`config.mk`:
```
export PLATFORM = sky130hd
export DESIGN_NAME = sipo_capture_controller
export DESIGN_NICKNAME = d
export VERILOG_FILES = /design/src/rtl/sipo_pkg.sv /design/src/rtl/sipo_shift_channel.sv /design/src/rtl/sipo_capture_controller.sv
export SDC_FILE = /design/constraint.sdc
export NUM_CORES = 1
export LEC_CHECK = 0
export CAP_MARGIN = 20
export CORE_ASPECT_RATIO = 1.2
export CORE_MARGIN = 8
export CORE_UTILIZATION = 35
export CTS_BUF_LIST = sky130_fd_sc_hd__clkbuf_16
export DETAILED_ROUTE_END_ITERATION = 10
export SLEW_MARGIN = 40
export SYNTH_ARGS = -nofsm -noshare
export SYNTH_HDL_FRONTEND = slang
export SYNTH_SLANG_ARGS = --single-unit
```
`constraint.sdc`:
```
create_clock -name clk -period 1.9 [get_ports clk]
set_clock_uncertainty 0.05 [all_clocks]
set_input_delay 0.19 -clock clk [delete_from_list [all_inputs] [get_ports clk]]
set_output_delay 0.19 -clock clk [all_outputs]
set_load 0.05 [all_outputs]
```
`src/rtl/sipo_pkg.sv`:
```
// Shared definitions for the SIPO capture controller: FSM state codes and a
// width helper used to size counters from parameters.
package sipo_pkg;

  localparam logic [2:0] ST_IDLE   = 3'd0;
  localparam logic [2:0] ST_SETTLE = 3'd1;
  localparam logic [2:0] ST_LOG    = 3'd2;
  localparam logic [2:0] ST_DRAIN  = 3'd3;
  localparam logic [2:0] ST_DONE   = 3'd4;

  // Ceiling log2, never less than one bit so degenerate counters stay legal.
  function automatic int unsigned clog2(input int unsigned n);
    int unsigned w;
    w = 1;
    while ((32'd1 << w) < n) w++;
    return w;
  endfunction

endpackage

```
`src/rtl/sipo_shift_channel.sv`:
```
// One serial channel: MSB-first shift register plus an output word that is
// loaded with the just-completed value when the controller accepts it.
module sipo_shift_channel #(
  parameter int unsigned DATA_WIDTH = 16
) (
  input  logic                  clk,
  input  logic                  reset,
  input  logic                  clear,
  input  logic                  shift,
  input  logic                  serial_bit,
  input  logic                  load,
  output logic [DATA_WIDTH-1:0] word
);

  logic [DATA_WIDTH-1:0] sh;

  // The output captures the shifted value including the bit arriving this cycle.
  always_ff @(posedge clk) begin
    if (reset) begin
      sh   <= '0;
      word <= '0;
    end else begin
      if (clear) begin
        sh <= '0;
      end else if (shift) begin
        sh <= {sh[DATA_WIDTH-2:0], serial_bit};
      end
      if (load) begin
        word <= {sh[DATA_WIDTH-2:0], serial_bit};
      end
    end
  end

endmodule

```
`src/rtl/sipo_capture_controller.sv`:
```
// Multi-channel SIPO capture controller: start-triggered fixed-length frames,
// per-word ready/ack handshake toward logging, sticky overrun detection.
module sipo_capture_controller
  import sipo_pkg::*;
#(
  parameter int unsigned DATA_WIDTH    = 16,
  parameter int unsigned NUM_CH        = 4,
  parameter int unsigned FRAME_LEN     = 256,
  parameter int unsigned SETTLE_CYCLES = 4,
  parameter int unsigned CNT_W         = clog2(FRAME_LEN + 1)
) (
  input  logic                         clk,
  input  logic                         reset,
  input  logic                         control_signal,
  input  logic                         abort,
  input  logic                         bit_valid,
  input  logic [NUM_CH-1:0]            serial_in,
  input  logic                         data_ack,
  output logic                         data_logging,
  output logic                         data_ready,
  output logic [NUM_CH*DATA_WIDTH-1:0] parallel_out,
  output logic [CNT_W-1:0]             sample_count,
  output logic                         overrun
);

  localparam int unsigned IDX_W = clog2(DATA_WIDTH);
  localparam int unsigned SET_W = clog2(SETTLE_CYCLES + 1);
  localparam logic [IDX_W-1:0] IDX_LAST = IDX_W'(DATA_WIDTH - 1);
  localparam logic [SET_W-1:0] SET_LAST =
    SET_W'((SETTLE_CYCLES == 0) ? 0 : SETTLE_CYCLES - 1);
  localparam logic [CNT_W-1:0] CNT_LAST = CNT_W'(FRAME_LEN - 1);
  localparam logic [CNT_W-1:0] CNT_FULL = CNT_W'(FRAME_LEN);

  logic [2:0]       state, state_nx;
  logic             ctrl_q;
  logic [IDX_W-1:0] bit_idx;
  logic [SET_W-1:0] settle_cnt;
  logic             start_edge, abort_act, shifting, complete, accept, clear_sh, overrun_evt;

  // Event decode; abort suppresses any shift or completion in the same cycle.
  always_comb begin
    start_edge  = control_signal && !ctrl_q && (state == ST_IDLE);
    abort_act   = abort && ((state == ST_SETTLE) || (state == ST_LOG) || (state == ST_DRAIN));
    shifting    = (state == ST_LOG) && bit_valid && !abort;
    complete    = shifting && (bit_idx == IDX_LAST);
    accept      = complete && (!data_ready || data_ack);
    overrun_evt = complete && data_ready && !data_ack;
    clear_sh    = start_edge || abort_act;
  end

  always_ff @(posedge clk) begin
    if (reset) state <= ST_IDLE;
    else       state <= state_nx;
  end

  always_comb begin
    state_nx = state;
    case (state)
      ST_IDLE:   if (start_edge) state_nx = (SETTLE_CYCLES == 0) ? ST_LOG : ST_SETTLE;
      ST_SETTLE: if (settle_cnt == SET_LAST) state_nx = ST_LOG;
      ST_LOG:    if (complete && (sample_count == CNT_LAST)) state_nx = ST_DRAIN;
      ST_DRAIN:  if (!data_ready) state_nx = ST_DONE;
      ST_DONE:   state_nx = ST_IDLE;
      default:   state_nx = ST_IDLE;
    endcase
    if (abort_act) state_nx = ST_IDLE;
  end

  // Counters, handshake and sticky overrun.
  always_ff @(posedge clk) begin
    if (reset) begin
      ctrl_q       <= 1'b0;
      bit_idx      <= '0;
      settle_cnt   <= '0;
      sample_count <= '0;
      data_ready   <= 1'b0;
      overrun      <= 1'b0;
      data_logging <= 1'b0;
    end else begin
      ctrl_q       <= control_signal;
      data_logging <= (state_nx == ST_LOG);
      settle_cnt   <= (state == ST_SETTLE) ? settle_cnt + SET_W'(1) : '0;

      if (clear_sh)      bit_idx <= '0;
      else if (shifting) bit_idx <= (bit_idx == IDX_LAST) ? '0 : bit_idx + IDX_W'(1);

      if (start_edge)                                 sample_count <= '0;
      else if (complete && (sample_count != CNT_FULL)) sample_count <= sample_count + CNT_W'(1);

      if (start_edge)       overrun <= 1'b0;
      else if (overrun_evt) overrun <= 1'b1;

      if (abort_act)     data_ready <= 1'b0;
      else if (accept)   data_ready <= 1'b1;
      else if (data_ack) data_ready <= 1'b0;
    end
  end

  for (genvar c = 0; c < NUM_CH; c++) begin : g_ch
    sipo_shift_channel #(.DATA_WIDTH(DATA_WIDTH)) u_ch (
      .clk        (clk),
      .reset      (reset),
      .clear      (clear_sh),
      .shift      (shifting),
      .serial_bit (serial_in[c]),
      .load       (accept),
      .word       (parallel_out[c*DATA_WIDTH +: DATA_WIDTH])
    );
  end

endmodule

```
==> results of run 1 <==
power groups by stage:
stage | sequential [mW] | clock (mW) | combinational (mW)
after global routing | 3.09 | 3.61 | 0.162
after CTS | 3.09 | 3.45 | 0.149
after detailed placement | 3.16 | 0 | 0.148
final | 3.09 | 3.38 | 0.149
after global placement | 3.16 | 0 | 0.145
after floorplan | 3.16 | 0 | 0.0782
flip-flops by register name (all words and copies together) (netlist names), 3 cells and up:
name,flops
g_ch.u_ch.word,64
g_ch.u_ch.sh,60
sample_count,9
bit_idx,4
settle_cnt,3
state,3
path summary, 6_finish.rpt:
path,startpoint,to,slack [ns],cells past startpoint
setup / recovery,sample_count[1]$_SDFFE_PP0P_,sample_count[1],0.06,1
hold / removal,serial_in[3],g_ch[3].u_ch.sh[0]$_SDFFE_PP0P_,0.35,3
setup reg to reg,state[2]$_SDFF_PP0_,g_ch[1].u_ch.sh[12]$_SDFFE_PP0P_,0.11,6
hold reg to reg,settle_cnt[0]$_SDFF_PP0_,settle_cnt[0]$_SDFF_PP0_,0.37,1
placed cells by master, fill, tap and decap left out, drive strengths merged, types with 3 or more instances in the layout:
master / netlist / routed
clkbuf: 26 / 17
nor4b: 3 / 3
dfxtp: 147 / 147
dlymetal6s2s: 0 / 4
clkinv: 0 / 7
clkdlybuf4s50: 0 / 75
nand2: 253 / 253
bufinv: 0 / 4
buf: 16 / 24
ha: 6 / 6
and3: 5 / 5
or3: 8 / 8
o21ai: 8 / 8
nand2b: 3 / 3
dlygate4sd2: 0 / 3
nor2: 11 / 11
a21oi: 135 / 135
nand3: 7 / 7
inv: 11 / 12
cell type report:
cell class / count / area share
Multi-Input combinational cell: 464 / 0.3039
Inverter: 11 / 0.005790
Clock buffer: 17 / 0.05966
Sequential cell: 147 / 0.4134
Tap cell: 204 / 0.03580
Timing Repair Buffer: 107 / 0.1581
Clock inverter: 13 / 0.02334
per-layer routing:
| layer | track usage | up-vias |
|---|---|---|
| met5 | 0 | - |
| met4 | 0.04586 | 0 |
| met3 | 0.04755 | 10 |
| met2 | 0.2321 | 91 |
| met1 | 0.1530 | 2168 |
| li1 | - | 2345 |
logic make-up (layout without fill, tap and decap cells):
family,Yosys count,in the layout
and+or+nand+nor,304,304
adders and majority gates,6,6
muxes,1,1
AOI/OAI and AO/OA,151,151
DFF,147,147
buffers and inverters,53,148
xor gates and xnor gates,2,2
what timing repair did:
| item | in CTS | in global routing |
|---|---|---|
| setup endpoints to repair | 3 | 4 |
| pin swaps | 0 | 0 |
| endpoints found under the hold margin | 2 | 0 |
| resized for setup | 3 | 4 |
| hold buffers | 1 | 0 |
==> reports/metrics.csv, run 1 <==
metric,value,unit
ANT cells,0,
switching power total,1.313,mW
CP Cell Sequence,clkdlybuf4s50_1,
register area share after synthesis,0.5542,
Synth Area in XOR/XNOR,0.003299,
final core occ,0.4786,
placed inst area,6523,sq um
Iter 0 DRT Violations,253,
ys flop type,dfxtp_1,
vias in the first global route,4453,
CP max stage cell,clkdlybuf4s50_1,
Worst-Margin Slew,0.6735,ns
post-synth top area share,0.5542,
Global Route Usage Sum,0.1354,
Post-Synthesis Cells,664,
via/cell ratio,4.791,
layout cells sized above 1,0.07773,
final net count,764,
WL met2,6.267,mm
Reg power frac,0.467,
most common cell in the synthesized netlist,nand2_1,
Post-CTS Setup Bufs,0,
WS Path Type,reg2out,
Syn-to-layout area delta,34.28,%
detailed placement HPWL,8.410,mm
CTS Root Cell,clkbuf_16,
status,finished clean,
first-pass GRT wire length,21.45,mm
storage element area,2948,sq um
Post-synth EDFFs,0,
largest net degree at the start of global routing,65,
starting density of the core,0.3564,
Total Neg Setup Slack,0,ns
"Remaining Overflow, GRT",0,
Final GP Congestion,0.8265,
switch share,0.1984,
Yosys reg bits,147,
# port buffers,85,
Non-Filler Instances,963,
"slowest stage delay, CP",0.83,ns
Clock Latency Late Sink,0.40,ns
main combinational cell family by area after synthesis,simple AND/OR/NAND/NOR gates,
RSZ-0062 raised after global routing,false,
Clk pwr share,0.510,
area of the multi-input gates,2167,sq um
Hold Path Class,in2reg,
Setup Viol. Count Final,0,
Max-cap violations,0,
crit start category,flip-flop,
"Period Utilization, post-route",0.9684,
Pre-Repair DR Iteration Count,6,
Final ANT Viol Nets,0,
net count after synthesis,680,
row count,49,
Logic pwr share,0.022,
Pint,5.304,mW
CTS buffer count,17,
Yosys warnings,0,
initial antenna violation count,0,
M1 wire length,5.629,mm
Top delay family on crit path,buffers and inverters,
post-synthesis mux area share,0.001885,
Avg Inst Size Synth,7.997,sq um
crit end category,output pin,
CP arrival,1.60,ns
H-tree depth,4,
Post-Syn Area,5310,sq um
Synth area leaders,"dfxtp_1, nand2_1, a21oi_1",
total clock sinks,147,
"area leader, netlist",dfxtp_1,
WHS,0.3463,ns
wire length on met3,816,microns
Bufs and invs on worst path,1,
vias,4614,
fill cell count,1442,
die height,150.9,microns
clk buf depth,2,
P per Cell Area,928.0,nW/um^2
adder-cell share of the synthesized area,0.01414,
fmax,0.5435,GHz
Die X,128.4,microns
synth unique cells,36,
Max VDD drop,542.4,uV
die footprint,19390,sq um
uppermost routed layer,met4,
Compound-Gate Fraction of Synth Area,0.1468,
minimum clock period,1.840,ns
final worst slack,0.06001,ns
Post-Place Cells,932,
Final Instance Area,7131,sq um
Leakage,2.423,nW
simple logic cell fraction of the synthesized area,0.2385,
WL final,12.84,mm
Fin. Hold Viols,0,
Top Ports,86,
clk slew on worst S/H paths,0.06,ns
CTS tree,done,
Design Power,6.617,mW
DRC,0,
synth cell count leaders,"nand2_1, dfxtp_1, a21oi_1, clkbuf_1, buf_2",
Slew Limit Fails,0,
WP data required,1.66,ns
maximum net fanout on the critical path,6,
Routed wire per std cell,13.33,microns
post-place setup slack,-0.04485,ns
Slew HR,0.5510,
core box area,14900,sq um
async set-or-reset flop fraction in the synthesized netlist,0,
No activity file was read; power rests on OpenSTA's default activity.
==> inputs of run 2 (changes only) <==
--- a/config.mk
+++ b/config.mk
@@ -5,13 +5,14 @@
 export SDC_FILE = /design/constraint.sdc
 export NUM_CORES = 1
 export LEC_CHECK = 0
+export ABC_CLOCK_PERIOD_IN_PS = 1900
 export CAP_MARGIN = 20
 export CORE_ASPECT_RATIO = 1.2
 export CORE_MARGIN = 8
 export CORE_UTILIZATION = 35
 export CTS_BUF_LIST = sky130_fd_sc_hd__clkbuf_16
 export DETAILED_ROUTE_END_ITERATION = 10
-export SLEW_MARGIN = 40
+export SLEW_MARGIN = 0
 export SYNTH_ARGS = -nofsm -noshare
 export SYNTH_HDL_FRONTEND = slang
 export SYNTH_SLANG_ARGS = --single-unit
==> results of run 2 <==
No change in the layout: final DEF, timing and power equal those of run 1.
==> inputs of run 3 (changes only) <==
--- a/config.mk
+++ b/config.mk
@@ -9,9 +9,12 @@
 export CAP_MARGIN = 20
 export CORE_ASPECT_RATIO = 1.2
 export CORE_MARGIN = 8
-export CORE_UTILIZATION = 35
+export CORE_UTILIZATION = 53
 export CTS_BUF_LIST = sky130_fd_sc_hd__clkbuf_16
+export CTS_CLUSTER_DIAMETER = 120
 export DETAILED_ROUTE_END_ITERATION = 10
+export PLACE_DENSITY = 0.79
+export SKIP_LAST_GASP = 1
 export SLEW_MARGIN = 0
 export SYNTH_ARGS = -nofsm -noshare
 export SYNTH_HDL_FRONTEND = slang
==> run 3 against run 2 <==
Global-route usage grew 4.6 points. Setup slack lost 0.013 ns. Sequential share of layout area grew 0.80 points. Final area shrank 1.9%. Hold slack lost 0.024 ns. Sequential power is essentially flat. Combinational power shrank 6%. Critical path type unchanged.
==> reports/metrics.csv, run 3 (synthesized netlist as in run 1, its figures left out) <==
metric,value,unit
row count,40,
M3 GR Usage,0.05153,
crit start category,flip-flop,
grt met1 use,0.2048,
initial antenna violation count,0,
WP data required,1.66,ns
"most common cell after layout, fill and taps aside",nand2_1,
final core occ,0.7059,
Largest register FFs,64,
Bufs and invs on worst path,1,
Worst-Margin Slew,0.6893,ns
Clock Latency Late Sink,0.41,ns
Routed wire per std cell,13.96,microns
Post-CTS Setup Bufs,0,
core box area,9910,sq um
RSZ-0062 raised after global routing,false,
# port buffers,85,
CTS Root Cell,clkbuf_16,
crit end category,output pin,
Slew HR,0.5404,
Die X,107.4,microns
met2 GRT Util,0.3106,
Global Route Usage Sum,0.1809,
die height,125.7,microns
CP arrival,1.61,ns
Total Neg Setup Slack,0,ns
ANT cells,0,
"Period Utilization, post-route",0.9755,
Largest Register,g_ch.u_ch.word,
Pre-Repair DR Iteration Count,4,
CTS tree,done,
Iter 0 DRT Violations,268,
most frequent cells in the layout,"nand2_1, dfxtp_1, a21oi_1",
WL final,12.31,mm
first-pass GRT wire length,20.20,mm
fmax,0.5395,GHz
P per Cell Area,953.1,nW/um^2
Max VDD drop,556.7,uV
vias,4648,
Top Ports,86,
Final ANT Viol Nets,0,
via/cell ratio,5.270,
biggest regs,"g_ch.u_ch.word x64, g_ch.u_ch.sh x60, sample_count x9",
"slowest stage delay, CP",0.83,ns
clk buf depth,2,
status,finished clean,
DRC,0,
WS Path Type,reg2out,
largest net degree at the start of global routing,66,
Setup Viol. Count Final,0,
Hold Path Class,in2reg,
layout cells sized above 1,0.07407,
CP Cell Sequence,clkdlybuf4s50_1,
starting density of the core,0.5359,
Final GP Congestion,0.8704,
"Remaining Overflow, GRT",0,
total clock sinks,147,
GR peak layer,met2,
Leakage,2.369,nW
CTS buffer count,17,
Design Power,6.667,mW
maximum net fanout on the critical path,2,
clk slew on worst S/H paths,0.06,ns
final net count,760,
Fin. Hold Viols,0,
vias in the first global route,4446,
Max-cap violations,0,
Top delay family on crit path,buffers and inverters,
detailed placement HPWL,8.037,mm
CP max stage cell,clkdlybuf4s50_1,
minimum clock period,1.853,ns
Slew Limit Fails,0,
Syn-to-layout area delta,31.74,%
H-tree depth,4,
die footprint,13490,sq um
-- run 3: timing repair --
item / in CTS / in global routing
endpoints found under the setup margin: 4 / 2
hold buffers: 1 / 0
resized for setup: 4 / 2
endpoints found under the hold margin: 1 / 0
-- run 3: area by class of cell --
type / instances / area [sq um]
Sequential cell: 147 / 2948
Fill cell: 780 / 2914
Multi-Input combinational cell: 464 / 2167
Timing Repair Buffer: 103 / 1069
Clock buffer: 17 / 425.4
Clock inverter: 14 / 187.7
Tap cell: 126 / 157.7
Inverter: 11 / 41.29
-- run 3: metrics by stage --
stage	setup slack, ns	cells	hold slack (ns)	cell area (sq um)
after floorplan	0.02882	664	0.2161	5315
after global placement	-0.00001443	850	0.3557	6372
after detailed placement	-0.04677	850	0.3715	6372
after CTS	0.02081	882	0.3057	6990
after global routing	0.001965	882	0.3140	6995
final	0.04651	882	0.3223	6995
-- run 3: report_power, final --
group | leakage, nW | switching [mW] | internal, mW
Clock | 0.296 | 1.25 | 2.18
Combinational | 0.887 | 0.0895 | 0.0508
Sequential | 1.19 | 0.00493 | 3.09
-- run 3: path summary, 6_finish.rpt --
| path | start | endpoint | slack [ns] | cells after the start |
|---|---|---|---|---|
| max | overrun$_SDFFE_PP0P_ | overrun | 0.05 | 1 |
| min | serial_in[2] | g_ch[2].u_ch.sh[0]$_SDFFE_PP0P_ | 0.32 | 3 |
| max reg2reg | bit_idx[0]$_SDFFE_PP0P_ | sample_count[7]$_SDFFE_PP0P_ | 0.13 | 5 |
| min reg2reg | settle_cnt[0]$_SDFF_PP0_ | settle_cnt[0]$_SDFF_PP0_ | 0.39 | 1 |
-- run 3: routing by layer --
metal / routed length (microns) / part of all wire
met1: 5233 / 0.43
met2: 6230 / 0.51
met3: 711 / 0.058
met4: 134 / 0.011
met5: 0 / 0
